### config.mk
export PLATFORM = sky130hd
export DESIGN_NAME = llr_fetch_unit
export DESIGN_NICKNAME = d
export VERILOG_FILES = /design/src/rtl/llr_fetch_unit.sv
export SDC_FILE = /design/constraint.sdc
export NUM_CORES = 1
export LEC_CHECK = 0
export BUFFER_PORTS_ARGS = -buffer_cell sky130_fd_sc_hd__buf_4
export CAP_MARGIN = 20
export CORE_ASPECT_RATIO = 0.9
export CORE_MARGIN = 5
export CORE_UTILIZATION = 49
export DETAILED_ROUTE_END_ITERATION = 16
export PLACE_DENSITY_LB_ADDON = 0.08
export SYNTH_ARGS = -nofsm -noshare
export SYNTH_HDL_FRONTEND = slang
export SYNTH_SLANG_ARGS = --single-unit
### constraint.sdc
create_clock -name clk -period 2.42 [get_ports clk]
set_input_delay 0.363 -clock clk [delete_from_list [all_inputs] [get_ports clk]]
set_output_delay 0.363 -clock clk [all_outputs]
set_load 0.005 [all_outputs]
### src/rtl/llr_fetch_unit.sv
// llr_fetch_unit: reads one frame of LLR words from a synchronous memory,
// using the LDPC address generator as the address counter.
// Ports:
//   clk, reset           - rising-edge clock, async active-high reset
//   start                - frame request, only honoured while idle
//   ag_addr/ag_en/ag_clr - address generator: address in, enable and clear out
//   mem_rd_en/mem_addr   - LLR memory read strobe and address
//   mem_rdata            - read data, returned one cycle after mem_rd_en
//   out_*                - 2-deep buffered valid/ready output stream
//   busy/done            - frame in progress / one-cycle end-of-frame pulse
module llr_fetch_unit #(
  parameter int DATA_WIDTH = 8,
  parameter int LLR_WIDTH  = 6,
  parameter int FRAME_LEN  = 256
) (
  input  logic                  clk,
  input  logic                  reset,
  input  logic                  start,
  input  logic [DATA_WIDTH-1:0] ag_addr,
  output logic                  ag_en,
  output logic                  ag_clr,
  output logic                  mem_rd_en,
  output logic [DATA_WIDTH-1:0] mem_addr,
  input  logic [LLR_WIDTH-1:0]  mem_rdata,
  output logic [LLR_WIDTH-1:0]  out_data,
  output logic                  out_valid,
  input  logic                  out_ready,
  output logic                  out_last,
  output logic                  busy,
  output logic                  done
);

  // One extra bit so a full 2^DATA_WIDTH frame is countable.
  localparam int CW = DATA_WIDTH + 1;
  localparam logic [CW-1:0] LAST = CW'(FRAME_LEN - 1);

  typedef enum logic [1:0] {IDLE, CLEAR, FETCH, DRAIN} state_t;

  state_t               state_q, state_d;
  logic [CW-1:0]        issued_q, issued_d;
  logic [CW-1:0]        popped_q, popped_d;
  logic                 inflight_q, inflight_d;
  logic                 ag_clr_q, ag_clr_d;
  logic                 done_q, done_d;
  logic [LLR_WIDTH-1:0] fifo_q [2];
  logic [LLR_WIDTH-1:0] fifo_d [2];
  logic                 wr_ptr_q, wr_ptr_d;
  logic                 rd_ptr_q, rd_ptr_d;
  logic [1:0]           cnt_q, cnt_d;

  logic                 issue;
  logic                 pop;
  logic [2:0]           occ;

  always_comb begin
    state_d    = state_q;
    issued_d   = issued_q;
    popped_d   = popped_q;
    ag_clr_d   = 1'b0;
    done_d     = 1'b0;
    fifo_d     = fifo_q;
    wr_ptr_d   = wr_ptr_q;
    rd_ptr_d   = rd_ptr_q;
    issue      = 1'b0;
    pop        = (cnt_q != 2'd0) && out_ready;
    // Words held or on their way, after this cycle's pop.
    occ        = {1'b0, cnt_q} + {2'b0, inflight_q} - {2'b0, pop};

    unique case (state_q)
      IDLE: begin
        // done_q high means the last frame just ended; a start in
        // that same cycle is dropped.
        if (start && !done_q) begin
          state_d  = CLEAR;
          ag_clr_d = 1'b1;
        end
      end
      CLEAR: begin
        issued_d = '0;
        popped_d = '0;
        state_d  = FETCH;
      end
      FETCH: begin
        issue = (occ < 3'd2);
        if (issue) begin
          issued_d = issued_q + 1'b1;
          if (issued_q == LAST) state_d = DRAIN;
        end
      end
      DRAIN: begin
      end
      default: state_d = IDLE;
    endcase

    if (pop) begin
      popped_d = popped_q + 1'b1;
      rd_ptr_d = ~rd_ptr_q;
      if (popped_q == LAST && state_q == DRAIN) begin
        state_d = IDLE;
        done_d  = 1'b1;
      end
    end

    inflight_d = issue;
    if (inflight_q) begin
      fifo_d[wr_ptr_q] = mem_rdata;
      wr_ptr_d         = ~wr_ptr_q;
    end
    cnt_d = cnt_q + {1'b0, inflight_q} - {1'b0, pop};
  end

  always_ff @(posedge clk or posedge reset) begin
    if (reset) begin
      state_q    <= IDLE;
      issued_q   <= '0;
      popped_q   <= '0;
      inflight_q <= 1'b0;
      ag_clr_q   <= 1'b0;
      done_q     <= 1'b0;
      fifo_q[0]  <= '0;
      fifo_q[1]  <= '0;
      wr_ptr_q   <= 1'b0;
      rd_ptr_q   <= 1'b0;
      cnt_q      <= 2'd0;
    end else begin
      state_q    <= state_d;
      issued_q   <= issued_d;
      popped_q   <= popped_d;
      inflight_q <= inflight_d;
      ag_clr_q   <= ag_clr_d;
      done_q     <= done_d;
      fifo_q     <= fifo_d;
      wr_ptr_q   <= wr_ptr_d;
      rd_ptr_q   <= rd_ptr_d;
      cnt_q      <= cnt_d;
    end
  end

  assign ag_en     = issue;
  assign mem_rd_en = issue;
  assign mem_addr  = ag_addr;
  assign ag_clr    = ag_clr_q;
  assign out_valid = (cnt_q != 2'd0);
  assign out_data  = out_valid ? fifo_q[rd_ptr_q] : '0;
  assign out_last  = out_valid && (popped_q == LAST);
  assign busy      = (state_q != IDLE);
  assign done      = done_q;

endmodule

# Word-level counts from Yosys, hierarchy flattened
# Cells that the tools add are included.
[totals] ff_bits=39 inputBits=18 output_inout_bits=21 wordCells=65
[classes] addsub=6 magnitude_cmp=4 n_eq_ne=6 mux=22 bitwise=4 n_reduce_logical=12
[op_table] operator="$mux 6" count=5
[op_table] operator="$mux 9" count=3
[op_table] operator="$add 9x1->9 const B" count=2
[op_table] operator="$eq 9x8->1 const B" count=2
[op_table] operator="$pmux 9 s2" count=1
[op_table] operator="$bwmux 12" count=1
[op_table] operator="$mux 2" count=5
[op_table] operator="$reduce_bool 2->1" count=4
[op_table] operator="$demux 6 s1" count=1
[op_table] operator="$pmux 2 s3" count=1
[op_table] operator="$logic_and 1x1->1" count=5
[op_table] operator="$mux 1" count=5
[op_table] operator="$eq 2x2->1 const B" count=2
[op_table] operator="$ge 2x2->1 const B" count=2
[op_table] operator="$not 1->2" count=2
[op_table] operator="$add 2x1->3" count=1
[op_table] operator="$lt 3x2->1 const B" count=1
[op_table] operator="$sub 3x1->3" count=1
[op_table] operator="$add 2x1->2" count=1
[op_table] operator="$eq 2x1->1 const B" count=1
[op_table] operator="$logic_not 2->1" count=1
[op_table] operator="$lt 2x1->1 const B" count=1
[op_table] operator="$ne 2x2->1 const B" count=1
[op_table] operator="$not 1->1" count=2
[op_table] operator="other kinds (3)" count=3

# Depth between registers and ports, before layout
# Gate-level depths: netlist (run 1).
[depth] word_depth=8 ltp_mapped=9 ltp_nobuf=8

# Worst setup path before layout (run 1)
# OpenSTA, ideal clock, no wires.
[synth_path] path_kind="register to output" from="register cnt_q[1]" to="output port mem_rd_en" t_arrival_ns=2.289 required_ns=2.057 setup_slack_ns=-0.232 path_stages_with_launch=10 n_path_buf=3 cell_sequence="dfrtp_1 > clkbuf_1 > nand3_1 > o21ai_0 > ha_1 > fa_1 > or3b_1 > buf_2 > nor2_2 > buf_4"
[synth_between] elab_chain_cells=5 word_cells_on_any_way=6 cone_classes="add/sub: 2; order compare: 1; mux: 1; reduce/logical: 2"
[synth_lines] element="from (decl)" line_no="49" source="logic [1:0] cnt_q, cnt_d;"
[synth_lines] element="from (signal assigned)" line_no="135" source="cnt_q <= cnt_d;"
[synth_lines] element="parallel branches: the longest is 2 deep, another holds $add 2x1->3"
[synth_lines] element="$sub 3x1->3 (*)" line_no="67" source="occ = {1'b0, cnt_q} + {2'b0, inflight_q} - {2'b0, pop};"
[synth_lines] element="$lt 3x2->1 (*)" line_no="84" source="issue = (occ < 3'd2);"
[synth_lines] element="$mux 1 (*)" line_no="69" source="unique case (state_q)"
[synth_lines] element="to (decl)" line_no="22" source="output logic mem_rd_en,"
# Every way passes the cells marked *.

# Worst setup path after layout (run 1)
[layout_path] from="register cnt_q[0]" to="output port ag_en"
[layout_between] elab_chain_cells=5 word_cells_on_any_way=6 cone_classes="add/sub: 2; order compare: 1; mux: 1; reduce/logical: 2"
[layout_lines] element="parallel branches: the longest is 2 deep, another holds $add 2x1->3"
[layout_lines] element="$sub 3x1->3 (*)" line_no="67"
[layout_lines] element="$lt 3x2->1 (*)" line_no="84"
[layout_lines] element="$mux 1 (*)" line_no="69"
[layout_lines] element="to (decl)" line_no="20" source="output logic ag_en,"
# Marked as above.

==> run metrics, run 1 <==
outcome=finished, violations left; peak supply drop=approximately 0.57 mV; slew margin rel.=0.583; Yosys top cell area share=0.492; diode count=0; Worst Max-Slew Pin Slew=624 ps; Synth area leaders=dfrtp_1 49%, mux2_2 8.5%, mux2i_1 5.0%; Mapped Cells=186; Post-Place Cells=roughly 250; synth unique cells=36; worst path required time=2060 ps; first-pass GRT wire length=6.98 mm; hold crit path type=in2async; global placement routability congestion=0.807; clock-pin slew on the worst setup and hold paths=around 80 ps; proportion of layout cells with a drive suffix above 1=0.332; vias in the first global route=1,441; Layout area overhead=23.2%; Seq pwr share=0.371; RSZ-0062 raised after global routing=true; post-DR vias/cell=about 5.6; Slew Viols, Final=0; worst-skew pair later-pin latency=approximately 290 ps; Num CTS Buffers=5; Pint=around 0.0019 W; Top FF cell, synth=dfrtp_1; EDFF count, synth=0; Adder-Cell Fraction of Synth Area=0.0416; cell leakage power=between 1 and 1.5 nW; vias=around 1,500; CTS Buffer Depth=2; critical setup path kind=reg2out; R2R Path Start=cnt_q[0]; initial core utilization=0.497; Synth area leader=dfrtp_1; hpwl dp=around 2.9 mm; Fin. Hold Viols=0; crit path DAT=about 2200 ps; post-synthesis mux area share=0.136; clock share of power=0.180; simple-gate share of the synthesized area=0.180; Setup TNS Final=-397 ps; routed wire length=4.23 mm; Final period util=1.07; root buf cell=clkbuf_8; Avg Cell Area, Syn=around 11 um^2; failing checks=negative setup slack; DRC=0; CTS Sinks=39; Comb power frac=0.450; Die Area=5420 um^2; syn nets=between 200 and 250; Remaining Overflow, GRT=0; # setup viols final=3; Non-Filler Instances=262; largest family of logic cells by synthesized area=simple AND/OR/NAND/NOR gates; Boundary Pins=39; CTS tree=built; FP Rows=22; largest net degree at the start of global routing=40; final antenna-violating net count=0; Final Skew=approximately 8.7 ps; pre-CTS WS=-48.9 ps; H-tree depth=2; P_sw=between 0.001 and 0.0015 W; Seq/Total Area, Yosys=0.492; port bufs=22; commonest cells in the netlist=39 x dfrtp_1, 20 x nand3_1, 15 x mux2_2; Setup crit start kind=register; Max Cap Viol=0; XOR/XNOR Fraction of Synth Area=0.0221; DRT iter0 DRCs=77; Chip Width=just under 80 um; pwr dens=roughly 1200 nW/um^2; #FFs+latches synth=39; fin crit period=about 2600 ps; Synth Warn #=0; Peak Freq=0.386 GHz; Hold Buf Count CTS=0; Cell Area, Synth=around 2000 um^2; fin nets=238; peak fanout along the critical path=4; antenna violations before repair=0; Final WS setup=-167 ps; Synth Area in Compound Gates=0.0662; CP startpoint=cnt_q[0]; sw frac=0.360; Pre-antenna DRT Iters=4; GRT Util Overall=0.161; endpoint class of the critical path=primary output; top-count cell post-synth=dfrtp_1; WL/cell=between 15 and 20 um; post-synthesis async set-or-reset flop share=1.00; Die Y=70.4 um; Std-Cell Core Area=3990 um^2
[flip-flops by register name (all words and copies together) (netlist names)]
| register | cells |
|---|---|
| state_q | 2 |
| inflight_q | 1 |
| rd_ptr_q | 1 |
| issued_q | 9 |
| done | 1 |
| fifo_q | 12 |
| ag_clr | 1 |
| cnt_q | 2 |
| popped_q | 9 |
| wr_ptr_q | 1 |
[metrics by stage]
step	utilization	hold slack, ps	power (W)	instance area, um^2
after CTS	0.591	201	0.00278	2360
after detailed placement	0.555	478	0.00219	2210
after global routing	0.613	224	0.00312	2440
after floorplan	-	446	0.00177	2020
final	0.613	191	0.00291	2440
after global placement	0.555	455	0.00214	2210
[final timing paths]
path                                     to  slack [ps]  depth (start not counted)
max in group asynchronous         fifo_q[9]        1880                          3
worst max-delay path                  ag_en        -170                          8
worst min register to register       ag_clr         480                          1
min in group clk                 fifo_q[10]         310                          2
worst min-delay path            issued_q[4]         190                          3
worst max register to register  issued_q[6]         -60                         10
[layout make-up]
class	instances	area (um^2)
Clock inverter	1	30.0
Clock buffer	6	72.6
Sequential cell	39	976
Multi-Input combinational cell	123	987
Timing Repair Buffer	36	285
Fill cell	321	1550
Tap cell	48	60.1
Inverter	9	33.8
[metal layers]
metal  share of wire  wire length, um  vias to the layer above  GRT usage
met4           0.013               53                        0     0.0439
met3           0.045              191                       10     0.0541
met2            0.49             2080                       24      0.259
met1            0.45             1900                      723      0.206
met5               0                0                        -          0
li1                -                -                      706          -
[kinds of logic (layout without fill, tap and decap cells)]
family / Yosys count / count (layout)
adders and majority gates: 6 / 6
buffers and inverters: 24 / 52
muxes: 25 / 25
AOI/OAI and AO/OA: 19 / 19
and+or+nand+nor: 68 / 68
xor gates and xnor gates: 5 / 5
DFF: 39 / 39
[power groups by stage]
| stage | registers (W) | clock network (W) | logic (W) |
|---|---|---|---|
| after detailed placement | 0.00108 | 0 | 0.00111 |
| after CTS | 0.00107 | 0.000539 | 0.00117 |
| after global routing | 0.00111 | 0.000569 | 0.00144 |
| after global placement | 0.00107 | 0 | 0.00107 |
| after floorplan | 0.00101 | 0 | 0.000766 |
| final | 0.00108 | 0.000523 | 0.00131 |
[placed cells by master (no fill, tap or decap), types with 5 or more instances in the layout]
master / netlist / routed
mux2i_1: 10 / 10
nand3_1: 20 / 19
mux2_2: 15 / 15
dfrtp_1: 39 / 39
buf_4: 9 / 32
clkbuf_8: 0 / 5
inv_1: 9 / 8
nand2_1: 13 / 13
nor2_1: 10 / 10
[critical path: stages, from the launching register on]
cell and delay [ps]:
dfrtp_1 400, inv_2 90, nand3_4 70, o21ai_2 60
ha_2 190, fa_1 440, or3b_4 410, nor2_4 160
buf_6 120
[repair_timing]
| item | in CTS | in global routing |
|---|---|---|
| setup endpoints to repair | 6 | 9 |
| endpoints found under the hold margin | 0 | 0 |
| gates resized for setup | 7 | 12 |
| pin swaps | 2 | 7 |
| setup buffers | 2 | 2 |
Power figures use the tool's default switching activity.
==> run 2: changes to the inputs <==
==> constraint.sdc (replaced) <==
create_clock -name clk -period 2.2 [get_ports clk]
set_input_delay 0.33 -clock clk [delete_from_list [all_inputs] [get_ports clk]]
set_output_delay 0.33 -clock clk [all_outputs]
set_load 0.005 [all_outputs]
==> run 2 against run 1 <==
The run still ends with negative setup slack left. Routed wire length is 2.9% higher. Critical endpoint unchanged. Sequential cell count stayed put. Non-clock buffer count is 8 higher. Die area stayed put. Largest power group unchanged.
==> run metrics, run 2 (synthesized netlist as in run 1, its figures left out) <==
Final period util=1.14; Remaining Overflow, GRT=0 (unchanged); Slew Viols, Final=0 (unchanged); Worst Max-Slew Pin Slew=586 ps (-38.0 ps); clock share of power=0.181 (about the same); CTS Buffer Depth=2 (unchanged); slew margin rel.=0.609 (+0.0254); fin nets=246 (+3.4%); Std-Cell Core Area=3990 um^2 (unchanged); WL/cell=16.0 um (-0.53%); fill count=315 (-1.9%); Layout area overhead=27.0%; Final Skew=10.3 ps (+1.57 ps); reg2reg path depth=10 (unchanged); Die Area=5420 um^2 (unchanged); pwr dens=1310 nW/um^2 (+10%); first-pass GRT wire length=7.42 mm (+6.3%); Pre-antenna DRT Iters=4 (unchanged); Setup crit start kind=register; outcome=finished, violations left; Pint=0.00212 W (+14%); root buf cell=clkbuf_8; H-tree depth=2 (unchanged); post-DR vias/cell=5.55 (-0.61%); CTS tree=built; antenna violations before repair=0 (unchanged); Final WS setup=-299 ps (-131 ps); initial core utilization=0.497 (unchanged); hold crit path type=in2async; port bufs=22 (unchanged); R2R setup slack=-260 ps (-200 ps); routed wire length=4.35 mm (+2.9%); largest net degree at the start of global routing=40 (unchanged); Layout Utilization=0.632 (+0.0191); Boundary Pins=39 (unchanged); Peak Freq=~0.4 GHz; most common cell after layout, fill and taps aside=buf_4; crit path DAT=2170 ps (-50 ps); global placement routability congestion=0.791 (-2.0%); clock-pin slew on the worst setup and hold paths=80 ps (about the same); Max Cap Viol=0 (unchanged); vias in the first global route=1,625 (+13%); CTS Sinks=39 (unchanged); Hold Buf Count CTS=0 (unchanged); Largest Register=fifo_q; peak supply drop=0.748 mV (+32%); Power Total=0.00331 W (+14%); worst reg2reg path endpoint=issued_q[6]; endpoint class of the critical path=primary output; Post-Place Cells=258 (+2.8%); Seq pwr share=0.358 (-0.013); DRC=0 (unchanged); Num CTS Buffers=5 (unchanged); R2R Path Start=cnt_q[0]; peak fanout along the critical path=4 (unchanged); final antenna-violating net count=0 (unchanged); FP Rows=22 (unchanged); Die Y=70.4 um (unchanged); failing checks=negative setup slack; worst-skew pair later-pin latency=290 ps (about the same); Post-DP Area=2260 um^2 (+2.0%); Chip Width=77.1 um (unchanged); P_sw=0.00119 W (+13%); RSZ-0062 raised after global routing=true; Largest register FFs=12 (unchanged); fin crit period=roughly 2500 ps; worst path required time=1870 ps (-190 ps); critical setup path kind=reg2out; GRT Util Overall=0.170 (+0.00924); # setup viols final=7 (+4); Comb power frac=0.462 (+0.012); cell leakage power=1.16 nW (+4.4%); most frequent cells in the layout=42 x buf_4, 38 x dfrtp_1, 18 x nand3_1; top flop regs=fifo_q: 12 flops, issued_q: 9 flops, popped_q: 9 flops; vias=1,504 (+2.8%); DRT iter0 DRCs=72 (-6.5%); post-route cell area=2520 um^2 (+3.1%); sw frac=0.359 (-0.000833); Setup TNS Final=-1490 ps (-1100 ps); proportion of layout cells with a drive suffix above 1=0.377 (+0.0449); Non-Filler Instances=271 (+3.4%); Fin. Hold Viols=0 (unchanged); hpwl dp=3.01 mm (+4.5%); diode count=0 (unchanged)
## run 2: metrics by stage
step / hold slack (ps) / worst slack (ps)
5_1_grt: 189 / -402
2_1_floorplan: 446 / -263
3_3_place_gp: 451 / -184
3_5_place_dp: 433 / -291
6_report: 148 / -299
4_1_cts: 170 / -322
## run 2: worst max path at each step
stage	start	end	slack [ps]	cells past startpoint
2_1_floorplan	cnt_q[1]	mem_rd_en	-260	9
3_3_place_gp	out_ready	issued_q[5]	-180	8
3_5_place_dp	out_ready	issued_q[5]	-290	8
4_1_cts	cnt_q[0]	ag_en	-320	8
5_1_grt	cnt_q[0]	mem_rd_en	-400	8
6_report	cnt_q[0]	ag_en	-300	8
## run 2: repair_timing
item,CTS,global route
gates resized for setup,14,7
setup buffers,2,4
endpoints found under the setup margin,13,12
pin swaps,4,6
## run 2: cell type report
class                           count  area [um^2]  share of cell area
Multi-Input combinational cell    123         1000               0.397
Sequential cell                    39          977               0.388
Timing Repair Buffer               44          338               0.134
Clock buffer                        5         68.8              0.0273
Tap cell                           48         60.1              0.0238
Clock inverter                      3         43.8              0.0174
Inverter                            9         33.8              0.0134
## run 2: metal layers
layer,vias to the layer above,share of wire,wire [um],global-route usage
met5,-,0,0,0
met1,728,0.45,1960,0.219
met3,11,0.047,205,0.0503
met2,38,0.49,2120,0.278
li1,727,-,-,-
met4,0,0.013,58,0.0458
## run 2: power groups by stage
stage               registers, W  clock network [W]  logic [W]
floorplan                0.00111                  0   0.000840
global placement         0.00117                  0    0.00124
global route             0.00122           0.000659    0.00167
CTS                      0.00118           0.000608    0.00141
detailed placement       0.00119                  0    0.00128
finish                   0.00118           0.000598    0.00153
## run 2: critical path, cell delays in order (launching register included)
cell and delay [ps]:
dfrtp_1 390, inv_2 70, nand3_2 70, o21ai_2 70
ha_2 190, fa_1 420, or3b_4 420, nor2_4 130
buf_4 120
==> run 3: changes to the inputs <==
--- a/config.mk
+++ b/config.mk
@@ -15,3 +15,4 @@
 export SYNTH_ARGS = -nofsm -noshare
 export SYNTH_HDL_FRONTEND = slang
 export SYNTH_SLANG_ARGS = --single-unit
+export TNS_END_PERCENT = 30
==> run 3 against run 2 <==
The run still ends with negative setup slack left. Critical path depth stayed put. Via count is 0.86% lower. Routed wire length is 1.4% lower. Largest cell class unchanged. First-iteration DRC count is 22% lower. Register-to-register slack better by 50 ps. Largest power group unchanged. Global-route usage is 0.36 points lower. Non-clock buffer count is 2 lower. Critical path type unchanged. Combinational power hardly changed. Die area stayed put. Total power is 4.5% lower. Clock skew is 2.3 ps higher.
==> run metrics, run 3 (synthesized netlist as in run 1, its figures left out) <==
antenna violations before repair=0 (unchanged); Non-Filler Instances=269 (-0.74%); Post-DP Area=2270 um^2 (+0.33%); CTS Buffer Depth=2 (unchanged); Max Cap Viol=0 (unchanged); met1 GRT Util=0.221 (+0.00210); final hold slack=145 ps (-2.43 ps); Pint=0.00199 W (-6.1%); GRT busiest layer=met2; root buf cell=clkbuf_8; peak supply drop=0.543 mV (-27%); endpoint class of the critical path=primary output; initial core utilization=0.497 (unchanged); vias in the first global route=1,536 (-5.5%); CTS tree=built; Boundary Pins=39 (unchanged); Largest Register=fifo_q; DRT iter0 DRCs=56 (-22%); slew margin rel.=0.591 (-0.0173); diode count=0 (unchanged); Chip Width=77.1 um (unchanged); Power Total=0.00316 W (-4.5%); first-pass GRT wire length=7.30 mm (-1.6%); Slew Viols, Final=0 (unchanged); DRC=0 (unchanged); critical setup path kind=reg2out; Seq pwr share=0.376 (+0.018); FP Rows=22 (unchanged); fin crit period=2510 ps (+12.9 ps); hold crit path type=in2async; routed wire length=4.29 mm (-1.4%); CP Cell Sequence=inv_2, nand3_2, o21ai_2, ha_2, fa_1, or3b_4, nor2_4, buf_4; Layout area overhead=24.4%; outcome=finished, violations left; port bufs=22 (unchanged); Hold Buf Count CTS=0 (unchanged); H-tree depth=2 (unchanged); proportion of layout cells with a drive suffix above 1=0.367 (-0.0102); # setup viols final=9 (+2); crit path DAT=2180 ps (about the same); Largest register FFs=12 (unchanged); Std-Cell Core Area=3990 um^2 (unchanged); Fin. Hold Viols=0 (unchanged); CTS Sinks=39 (unchanged); Final period util=1.14 (+0.00586); P_sw=0.00117 W (-1.7%); Final Skew=12.6 ps (+2.32 ps); Setup crit start kind=register; slowest CP cell=fa_1; GRT Util Overall=0.166 (-0.00362); Post-Place Cells=259 (+0.39%); hpwl dp=2.99 mm (-0.50%); Die Area=5420 um^2 (unchanged); WL/cell=15.9 um (-0.69%); Final WS setup=-312 ps (-12.9 ps); CP startpoint=cnt_q[0]; most common cell after layout, fill and taps aside=buf_4; CP peak stage delay=440 ps (+20 ps); worst-skew pair later-pin latency=300 ps (about the same); Worst Path Buf+Inv=2 (unchanged); global placement routability congestion=0.793 (+0.37%); RSZ-0062 raised after global routing=true; peak fanout along the critical path=4 (unchanged); sw frac=0.370 (+0.0107); clock-pin slew on the worst setup and hold paths=70 ps (about the same); fin nets=244 (-0.81%); most frequent cells in the layout=41 x buf_4, 38 x dfrtp_1, 18 x nand3_1; Pre-antenna DRT Iters=5 (+1); Remaining Overflow, GRT=0 (unchanged); family with the most delay on the worst path=adder cells; final antenna-violating net count=0 (unchanged); vias=1,491 (-0.86%); worst path required time=1870 ps (about the same); Num CTS Buffers=5 (unchanged); Die Y=70.4 um (unchanged); post-route cell area=2470 um^2 (-2.1%); failing checks=negative setup slack; top flop regs=fifo_q: 12 flops, issued_q: 9 flops, popped_q: 9 flops; Layout Utilization=0.618 (-0.0132); post-DR vias/cell=5.54 (-0.13%); met2 usage=0.258 (-0.0198); Comb power frac=0.473 (+0.011); Peak Freq=0.398 GHz (-0.51%); M3 GR Usage=0.0477 (-0.00258); clock share of power=0.150 (-0.031); R2R Path Start=cnt_q[0]; cell leakage power=1.13 nW (-2.6%); Worst Max-Slew Pin Slew=612 ps (+25.9 ps); largest net degree at the start of global routing=40 (unchanged); pwr dens=1280 nW/um^2 (-2.5%)
[run 3: cell count changes in the layout (fill, tap and decap cells not counted)]
cell        delta
buf_4          -1
buf_6          -1
bufinv_16      -1
clkbuf_1       +1
clkinv_4       -1
clkinvlp_4     +1
nor3b_2        +1
nor3b_4        -1
[run 3: final cells by class]
type,instances,area [um^2]
Tap cell,48,60.1
Sequential cell,39,977
Multi-Input combinational cell,123,993
Clock buffer,6,72.6
Clock inverter,2,12.5
Fill cell,332,1520
Inverter,9,33.8
Timing Repair Buffer,42,319
[run 3: what timing repair did]
action,in CTS,in global routing
pin swaps,4,1
hold endpoints to repair,0,0
resized for setup,10,9
buffers inserted,1,1
endpoints found under the setup margin,11,13
[run 3: metal layers]
metal / part of all wire / vias up
li1: - / 721
met1: 0.45 / 734
met2: 0.49 / 24
met3: 0.044 / 12
met4: 0.019 / 0
met5: 0 / -
[run 3: worst paths after layout]
path / end / slack, ps / depth (start not counted)
setup / recovery: mem_rd_en / -310 / 8
hold / removal: fifo_q[10] / 150 / 3
setup reg to reg: issued_q[6] / -210 / 9
hold reg to reg: ag_clr / 460 / 1
max in group asynchronous: popped_q[0] / 1680 / 3
min in group clk: fifo_q[6] / 280 / 2
[run 3: tightest hold or removal path, stage by stage]
cell,delay (ps)
buf_4,100
inv_1,40
buf_4,410
[run 3: power by group through the flow]
| stage | clock network [W] | logic, W | registers [W] |
|---|---|---|---|
| 2_1_floorplan | 0 | 0.000840 | 0.00111 |
| 5_1_grt | 0.000524 | 0.00164 | 0.00122 |
| 4_1_cts | 0.000488 | 0.00142 | 0.00118 |
| 3_5_place_dp | 0 | 0.00133 | 0.00119 |
| 6_report | 0.000475 | 0.00150 | 0.00119 |
| 3_3_place_gp | 0 | 0.00128 | 0.00117 |
[run 3: stage by stage]
| stage | worst slack (ps) | setup TNS (ps) |
|---|---|---|
| finish | -312 | -1420 |
| global route | -414 | -2520 |
| global placement | -202 | -1610 |
| floorplan | -263 | -1390 |
| detailed placement | -265 | -2290 |
| CTS | -345 | -1650 |
